<file path="config.mk">
export PLATFORM = sky130hd
export DESIGN_NAME = hdlverifier_capture_sequencer_flat
export DESIGN_NICKNAME = d
export VERILOG_FILES = /design/src/rtl/hdlverifier_capture_sequencer_if.sv /design/src/rtl/hdlverifier_capture_sequencer.sv /design/src/flat_wrapper.sv
export SDC_FILE = /design/constraint.sdc
export NUM_CORES = 1
export LEC_CHECK = 0
export CORE_MARGIN = 5
export CORE_UTILIZATION = 50
export DETAILED_ROUTE_END_ITERATION = 8
export PLACE_DENSITY_LB_ADDON = 0.12
export SLEW_MARGIN = 20
export SYNTH_ARGS = -nofsm -noshare
export SYNTH_HDL_FRONTEND = slang
export SYNTH_SLANG_ARGS = --single-unit
</file>
<file path="constraint.sdc">
create_clock -name clk -period 5.5 [get_ports clk]
set_input_delay 1.1 -clock clk [delete_from_list [all_inputs] [get_ports clk]]
set_output_delay 1.1 -clock clk [all_outputs]
set_load 0.1 [all_outputs]
</file>
<file path="src/rtl/hdlverifier_capture_sequencer_if.sv">
// Host/buffer-side bundle of the capture sequencer: control pulses, trigger,
// buffer write addressing, readout handshake and status.
interface hdlverifier_capture_sequencer_if #(
  parameter int unsigned ADDR_WIDTH = 10
);
  logic                  clk_enable;
  logic                  arm;
  logic                  abort;
  logic                  trigger;
  logic [ADDR_WIDTH-1:0] trigger_position;
  logic                  rd_start;
  logic                  rd_ready;
  logic                  buf_wr_en;
  logic [ADDR_WIDTH-1:0] buf_wr_addr;
  logic [ADDR_WIDTH-1:0] trigger_addr;
  logic                  rd_valid;
  logic [ADDR_WIDTH-1:0] rd_addr;
  logic                  rd_last;
  logic                  busy;
  logic                  capture_done;
  logic [2:0]            state;

  modport slave (
    input  clk_enable, arm, abort, trigger, trigger_position, rd_start, rd_ready,
    output buf_wr_en, buf_wr_addr, trigger_addr, rd_valid, rd_addr, rd_last,
           busy, capture_done, state
  );

  modport master (
    output clk_enable, arm, abort, trigger, trigger_position, rd_start, rd_ready,
    input  buf_wr_en, buf_wr_addr, trigger_addr, rd_valid, rd_addr, rd_last,
           busy, capture_done, state
  );
endinterface

</file>
<file path="src/rtl/hdlverifier_capture_sequencer.sv">
// Capture-buffer sequencer: circular pre-trigger fill, trigger wait, post-trigger
// fill, then oldest-first readout of the DEPTH-sample window.
module hdlverifier_capture_sequencer #(
  parameter int unsigned ADDR_WIDTH = 10
) (
  input  logic                            clk,
  input  logic                            reset_n,
  hdlverifier_capture_sequencer_if.slave  bus
);
  localparam int unsigned DEPTH = 2 ** ADDR_WIDTH;
  localparam int unsigned CW    = ADDR_WIDTH + 1;

  typedef enum logic [2:0] {
    S_IDLE      = 3'd0,
    S_FILL      = 3'd1,
    S_WAIT_TRIG = 3'd2,
    S_POST      = 3'd3,
    S_DONE      = 3'd4,
    S_READ      = 3'd5
  } state_e;

  state_e                state_q, state_d;
  logic [ADDR_WIDTH-1:0] wr_addr_q, wr_addr_d;
  logic [ADDR_WIDTH-1:0] pre_q, pre_d;
  logic [ADDR_WIDTH-1:0] trig_addr_q, trig_addr_d;
  logic [ADDR_WIDTH-1:0] rd_addr_q, rd_addr_d;
  logic [CW-1:0]         cnt_q, cnt_d;

  logic                  wr_beat;
  logic [CW-1:0]         cnt_inc;
  logic [CW-1:0]         pre_ext;
  logic [CW-1:0]         post_cnt;
  logic [ADDR_WIDTH-1:0] pre_clamp;

  always_ff @(posedge clk or negedge reset_n) begin
    if (!reset_n) begin
      state_q     <= S_IDLE;
      wr_addr_q   <= '0;
      pre_q       <= '0;
      trig_addr_q <= '0;
      rd_addr_q   <= '0;
      cnt_q       <= '0;
    end else begin
      state_q     <= state_d;
      wr_addr_q   <= wr_addr_d;
      pre_q       <= pre_d;
      trig_addr_q <= trig_addr_d;
      rd_addr_q   <= rd_addr_d;
      cnt_q       <= cnt_d;
    end
  end

  always_comb begin
    state_d     = state_q;
    wr_addr_d   = wr_addr_q;
    pre_d       = pre_q;
    trig_addr_d = trig_addr_q;
    rd_addr_d   = rd_addr_q;
    cnt_d       = cnt_q;

    wr_beat  = bus.clk_enable &&
               ((state_q == S_FILL) || (state_q == S_WAIT_TRIG) || (state_q == S_POST));
    cnt_inc  = cnt_q + CW'(1);
    pre_ext  = CW'(pre_q);
    post_cnt = CW'(DEPTH - 1) - pre_ext;
    pre_clamp = (CW'(bus.trigger_position) > CW'(DEPTH - 1)) ?
                ADDR_WIDTH'(DEPTH - 1) : bus.trigger_position;

    // Every write beat advances the circular write pointer.
    if (wr_beat) wr_addr_d = wr_addr_q + ADDR_WIDTH'(1);

    unique case (state_q)
      S_IDLE: begin
        if (bus.arm) begin
          wr_addr_d = '0;
          pre_d     = pre_clamp;
          cnt_d     = '0;
          state_d   = (pre_clamp != '0) ? S_FILL : S_WAIT_TRIG;
        end
      end
      S_FILL: begin
        if (wr_beat) begin
          if (cnt_inc == pre_ext) begin
            cnt_d   = '0;
            state_d = S_WAIT_TRIG;
          end else begin
            cnt_d = cnt_inc;
          end
        end
      end
      S_WAIT_TRIG: begin
        if (wr_beat && bus.trigger) begin
          trig_addr_d = wr_addr_q;
          cnt_d       = '0;
          state_d     = (post_cnt != '0) ? S_POST : S_DONE;
        end
      end
      S_POST: begin
        if (wr_beat) begin
          if (cnt_inc == post_cnt) begin
            cnt_d   = '0;
            state_d = S_DONE;
          end else begin
            cnt_d = cnt_inc;
          end
        end
      end
      S_DONE: begin
        if (bus.rd_start) begin
          rd_addr_d = trig_addr_q - pre_q;
          cnt_d     = '0;
          state_d   = S_READ;
        end
      end
      S_READ: begin
        if (bus.rd_ready) begin
          rd_addr_d = rd_addr_q + ADDR_WIDTH'(1);
          if (cnt_q == CW'(DEPTH - 1)) begin
            cnt_d   = '0;
            state_d = S_IDLE;
          end else begin
            cnt_d = cnt_inc;
          end
        end
      end
      default: state_d = S_IDLE;
    endcase

    // Abort overrides every other input; trigger_addr is deliberately kept.
    if (bus.abort) begin
      state_d = S_IDLE;
      cnt_d   = '0;
    end
  end

  assign bus.buf_wr_en    = wr_beat;
  assign bus.buf_wr_addr  = wr_addr_q;
  assign bus.trigger_addr = trig_addr_q;
  assign bus.rd_valid     = (state_q == S_READ);
  assign bus.rd_addr      = rd_addr_q;
  assign bus.rd_last      = (state_q == S_READ) && (cnt_q == CW'(DEPTH - 1));
  assign bus.busy         = (state_q == S_FILL) || (state_q == S_WAIT_TRIG) ||
                            (state_q == S_POST) || (state_q == S_READ);
  assign bus.capture_done = (state_q == S_DONE);
  assign bus.state        = 3'(state_q);
endmodule
</file>
<file path="src/flat_wrapper.sv">
// flat-port wrapper written by rule: the top's interface ports become plain ports
module hdlverifier_capture_sequencer_flat 
#(
  parameter int unsigned ADDR_WIDTH = 10
)
  (clk, reset_n, bus_clk_enable, bus_arm, bus_abort, bus_trigger, bus_trigger_position, bus_rd_start, bus_rd_ready, bus_buf_wr_en, bus_buf_wr_addr, bus_trigger_addr, bus_rd_valid, bus_rd_addr, bus_rd_last, bus_busy, bus_capture_done, bus_state);
  hdlverifier_capture_sequencer_if #(.ADDR_WIDTH(ADDR_WIDTH)) bus_i ();
  input  logic clk;
  input  logic reset_n;
  input wire logic [$bits(bus_i.clk_enable)-1:0] bus_clk_enable;
  input wire logic [$bits(bus_i.arm)-1:0] bus_arm;
  input wire logic [$bits(bus_i.abort)-1:0] bus_abort;
  input wire logic [$bits(bus_i.trigger)-1:0] bus_trigger;
  input wire logic [$bits(bus_i.trigger_position)-1:0] bus_trigger_position;
  input wire logic [$bits(bus_i.rd_start)-1:0] bus_rd_start;
  input wire logic [$bits(bus_i.rd_ready)-1:0] bus_rd_ready;
  output wire logic [$bits(bus_i.buf_wr_en)-1:0] bus_buf_wr_en;
  output wire logic [$bits(bus_i.buf_wr_addr)-1:0] bus_buf_wr_addr;
  output wire logic [$bits(bus_i.trigger_addr)-1:0] bus_trigger_addr;
  output wire logic [$bits(bus_i.rd_valid)-1:0] bus_rd_valid;
  output wire logic [$bits(bus_i.rd_addr)-1:0] bus_rd_addr;
  output wire logic [$bits(bus_i.rd_last)-1:0] bus_rd_last;
  output wire logic [$bits(bus_i.busy)-1:0] bus_busy;
  output wire logic [$bits(bus_i.capture_done)-1:0] bus_capture_done;
  output wire logic [$bits(bus_i.state)-1:0] bus_state;
  assign bus_i.clk_enable = bus_clk_enable;
  assign bus_i.arm = bus_arm;
  assign bus_i.abort = bus_abort;
  assign bus_i.trigger = bus_trigger;
  assign bus_i.trigger_position = bus_trigger_position;
  assign bus_i.rd_start = bus_rd_start;
  assign bus_i.rd_ready = bus_rd_ready;
  assign bus_buf_wr_en = bus_i.buf_wr_en;
  assign bus_buf_wr_addr = bus_i.buf_wr_addr;
  assign bus_trigger_addr = bus_i.trigger_addr;
  assign bus_rd_valid = bus_i.rd_valid;
  assign bus_rd_addr = bus_i.rd_addr;
  assign bus_rd_last = bus_i.rd_last;
  assign bus_busy = bus_i.busy;
  assign bus_capture_done = bus_i.capture_done;
  assign bus_state = bus_i.state;
  hdlverifier_capture_sequencer #(.ADDR_WIDTH(ADDR_WIDTH)) u_core (.clk(clk), .reset_n(reset_n), .bus(bus_i));
endmodule
</file>
==> flow_results.org <==
** Logic synthesis
- After synthesis, the share of flip-flops with an asynchronous set or reset is 1.00.
- Net count after synthesis :: 453
- The netlist uses 59 different library cells.
- For this run, the leading register cell type out of synthesis is sky130_fd_sc_hd__dfrtp_1.
- Counting flops with a built-in enable in the synthesized netlist gives 0.
- Synth Area per Inst :: 8.66 µm²
- Of the synthesized area, sequential elements account for 0.370.
- For this run, the number of Yosys warnings is 0.
- Number of synthesized register bits :: 54
- The cell area that synthesis handed to floorplanning was 3660 µm².
- Synthesis produced 422 cells.

** Setup path
- The worst register-to-register path ends at u_core.bus.state[2].
- By startpoint and endpoint, the worst setup path is classified as flop to primary output.
- Tracing the worst setup path back leads to its startpoint at u_core.bus.state[2].
- Stages on the worst setup path :: 4
- The worst register-to-register path has a setup slack of 2.14 ns.
- In this design, the largest share of critical-path delay is due to buffers and inverters.
- Together, buffers and inverters on the worst path number 3.
- Worst-path cell chain :: inv_1, or3_1, inv_1, clkdlybuf4s50_1
- Number of cells on the worst reg-to-reg path :: 9
- STA classifies the critical path endpoint as a primary output.
- Required time of the critical path :: 4.40 ns
- In this run the worst path has a maximum fanout of 18.
- Worst setup SP type :: flop
- The largest individual stage delay along the critical path comes from the cell sky130_fd_sc_hd__clkdlybuf4s50_1.
- At the worst endpoint, the arrival time is 3.28 ns.
- On the worst path, the slowest cell contributes a delay of 1.21 ns.
- The startpoint identified for the worst register-to-register timing path is u_core.cnt_q[0].
- The cell that appears most often on the critical path is sky130_fd_sc_hd__inv_1.
- Critical path endpoint :: bus_rd_valid

** Place
- Routability congestion estimate :: 0.918
- DP Cell Count :: 556
- HPWL after DPL :: 7090 µm
- In this run the cell area measured after placement is 4230 µm².
- Input and output buffers added on the ports amount to 55.

** Routing
- Initial DRT Pass Iterations :: 5
- Once detail routing completed, the nets flagged for antenna violations numbered 0.
- Detailed-route DRC error count :: 0
- Vias per inst :: 5.80
- In the final routed layout, each cell accounts on average for 16.9 µm.
- Wires add up to 9550 µm.
- For this block, the initial DRC count from the detailed router was 223.
- Vias :: 3273

** Hold path
- In this run the most critical hold path is launched from u_core.bus.rd_addr[5].
- Counting instances, the worst hold path has a depth of 1.
- Path category of the worst min-delay check :: flop to flop

** Clocking
- Root buffer selected by CTS :: sky130_fd_sc_hd__clkbuf_8
- TritonCTS built the clock tree.
- Postcts setup bufs :: 0
- Maximum number of buffers from clock root to sink :: 2
- Clock-pin transition on the worst setup and hold timing paths :: 0.11 ns
- For this design, the CTS-stage hold fixing added 0 buffers.
- Inserted Clock Buffers :: 5
- For the worst-skew pair, the clock arrives at the later sink with an insertion delay of 0.32 ns.
- CTS saw 54 sinks.
- Depth of the CTS H-tree :: 2
- Cts repair resizes :: 0

** GRT
- Global-route congestion overflow total :: 0
- Gr busiest metal :: met2
- In the global route stage, met3 resource usage came out at 0.0418.
- The initial antenna violation count was 0.
- In the global route stage, overall resource usage came out at 0.223.
- Entering global routing, the biggest net connects 55 pins.
- The number of global-route vias before repair is 3146.
- GR met1 Demand/Resource :: 0.322
- Met2 Usage GRT :: 0.341
- First-pass GRT wire length :: 16000 µm

** Layout
- The finished cells cover 4330 µm².
- The library cells used most frequently in the layout, excluding fill and tap cells, are 54 x sky130_fd_sc_hd__dfrtp_1, 53 x sky130_fd_sc_hd__clkdlybuf4s50_1, 39 x sky130_fd_sc_hd__nor2_1.
- The net count of the finished layout is 495.
- Multi-input gate area :: 2130 µm²
- Core occupancy in the finished layout :: 0.604
- Layout Cells excl Fill :: 564
- Synthesis-to-finish area growth :: 18.5%
- The number of antenna diodes in the final layout is 0.
- Fraction of final layout cells sized beyond drive strength 1 :: 0.0710
- Fill cells in the final layout number 658.
- Leaving out fill and tap cells, the most frequent cell in the layout is sky130_fd_sc_hd__dfrtp_1.
- Summing all flip-flop and latch instances after layout gives 1350 µm².

** Pwr
- Cell area power density :: 456 nW/µm²
- IR analysis of the VDD net gives a maximum drop of 192 µV.
- Leakage power of the design :: 1.85 nW
- Total power consumption of the routed design :: 1.98 mW

** STA
- Across the routed clock network, the largest skew measured is 0.0115 ns.
- The final count of hold timing violations came to 0.
- Max Transition Viols Final :: 0
- Shortest period the worst path allows :: 4.38 ns
- Measured slew at the worst slew-check pin :: 1.02 ns
- RSZ-0062 raised after global routing :: no
- Derived from the worst setup path, the maximum achievable clock frequency is 0.228 GHz.
- Worst slew margin :: 0.321
- After routing, the total negative slack on setup checks comes to 0 ns.
- Dividing the final minimum period by the clock period gives 0.796.
- Total setup violations reported at the end of the flow :: 0

** Floorplanning
- Top Ports :: 56
- Initial Util :: 0.510
- Total Die Area :: 9120 µm²
- Die height :: 95.5 µm
- The floorplan step defined a core boundary enclosing 7180 µm².
- The floorplan step set the die width to 95.5 µm.
- Total number of placement rows :: 31

** Flow run
- Max Cap Violations :: 0

** Run status
- The flow ran to the end, and the final reports show no timing, DRC or antenna violations.
==> state kept, by name, summed over array words and instances (netlist names) <==
name                     cells
u_core.cnt_q                11
u_core.bus.state             3
u_core.bus.buf_wr_addr      10
u_core.bus.trigger_addr     10
u_core.pre_q                10
u_core.bus.rd_addr          10
==> stage by stage <==
step           setup slack [ns]  hold WS (ns)
3_5_place_dp               1.47         0.531
3_3_place_gp               1.52         0.521
2_1_floorplan             0.445         0.514
5_1_grt                   0.966         0.596
6_report                   1.12         0.555
4_1_cts                    1.12         0.562
==> power breakdown <==
group	total [mW]	switching, mW	internal (mW)
logic	1.12	0.776	0.348
registers	0.603	0.127	0.476
clock network	0.248	0.143	0.104
==> Yosys cell counts (all sizes together), types with 11 or more instances <==
library cell / n / area (µm²)
dfrtp: 54 / 1350
nor2: 39 / 146
o21ai: 38 / 190
nand2: 36 / 135
a21oi: 18 / 90.1
inv: 17 / 63.8
nand3: 17 / 90.1
nor3: 17 / 85.1
clkbuf: 15 / 57.6
xor2: 15 / 131
xnor2: 13 / 121
ha: 12 / 150
mux2: 11 / 124
==> routing by layer <==
metal  routed length, µm  part of all wire
met1                4760              0.50
met2                4090              0.43
met3                 544             0.057
met4                 155             0.016
met5                   0                 0
==> worst min path at each step <==
stage                                  to  slack [ns]
6_report            u_core.bus.rd_addr[5]        0.56
5_1_grt        u_core.bus.trigger_addr[2]        0.60
4_1_cts             u_core.bus.rd_addr[5]        0.56
3_5_place_dp        u_core.bus.rd_addr[5]        0.53
3_3_place_gp        u_core.bus.rd_addr[5]        0.52
2_1_floorplan             u_core.cnt_q[1]        0.51
==> layout make-up <==
cell class                 count  area share
multi-input combinational    328       0.491
sequential                    54       0.312
timing repair buffer          58       0.131
tap                           99      0.0286
clock buffer                   6      0.0191
inverter                      17      0.0147
clock inverter                 2     0.00375
==> kinds of logic (layout without fill, tap and decap cells) <==
| logic type | count (synthesis) | in the layout | share of synthesized area |
|---|---|---|---|
| xor+xnor | 28 | 28 | 0.0691 |
| flops | 54 | 54 | 0.370 |
| buf+inv | 40 | 83 | 0.0479 |
| compound gates | 106 | 106 | 0.190 |
| simple gates | 168 | 168 | 0.238 |
| mux | 13 | 13 | 0.0394 |
| fa+ha+maj | 13 | 13 | 0.0465 |
(Power assumes the default switching activity.)
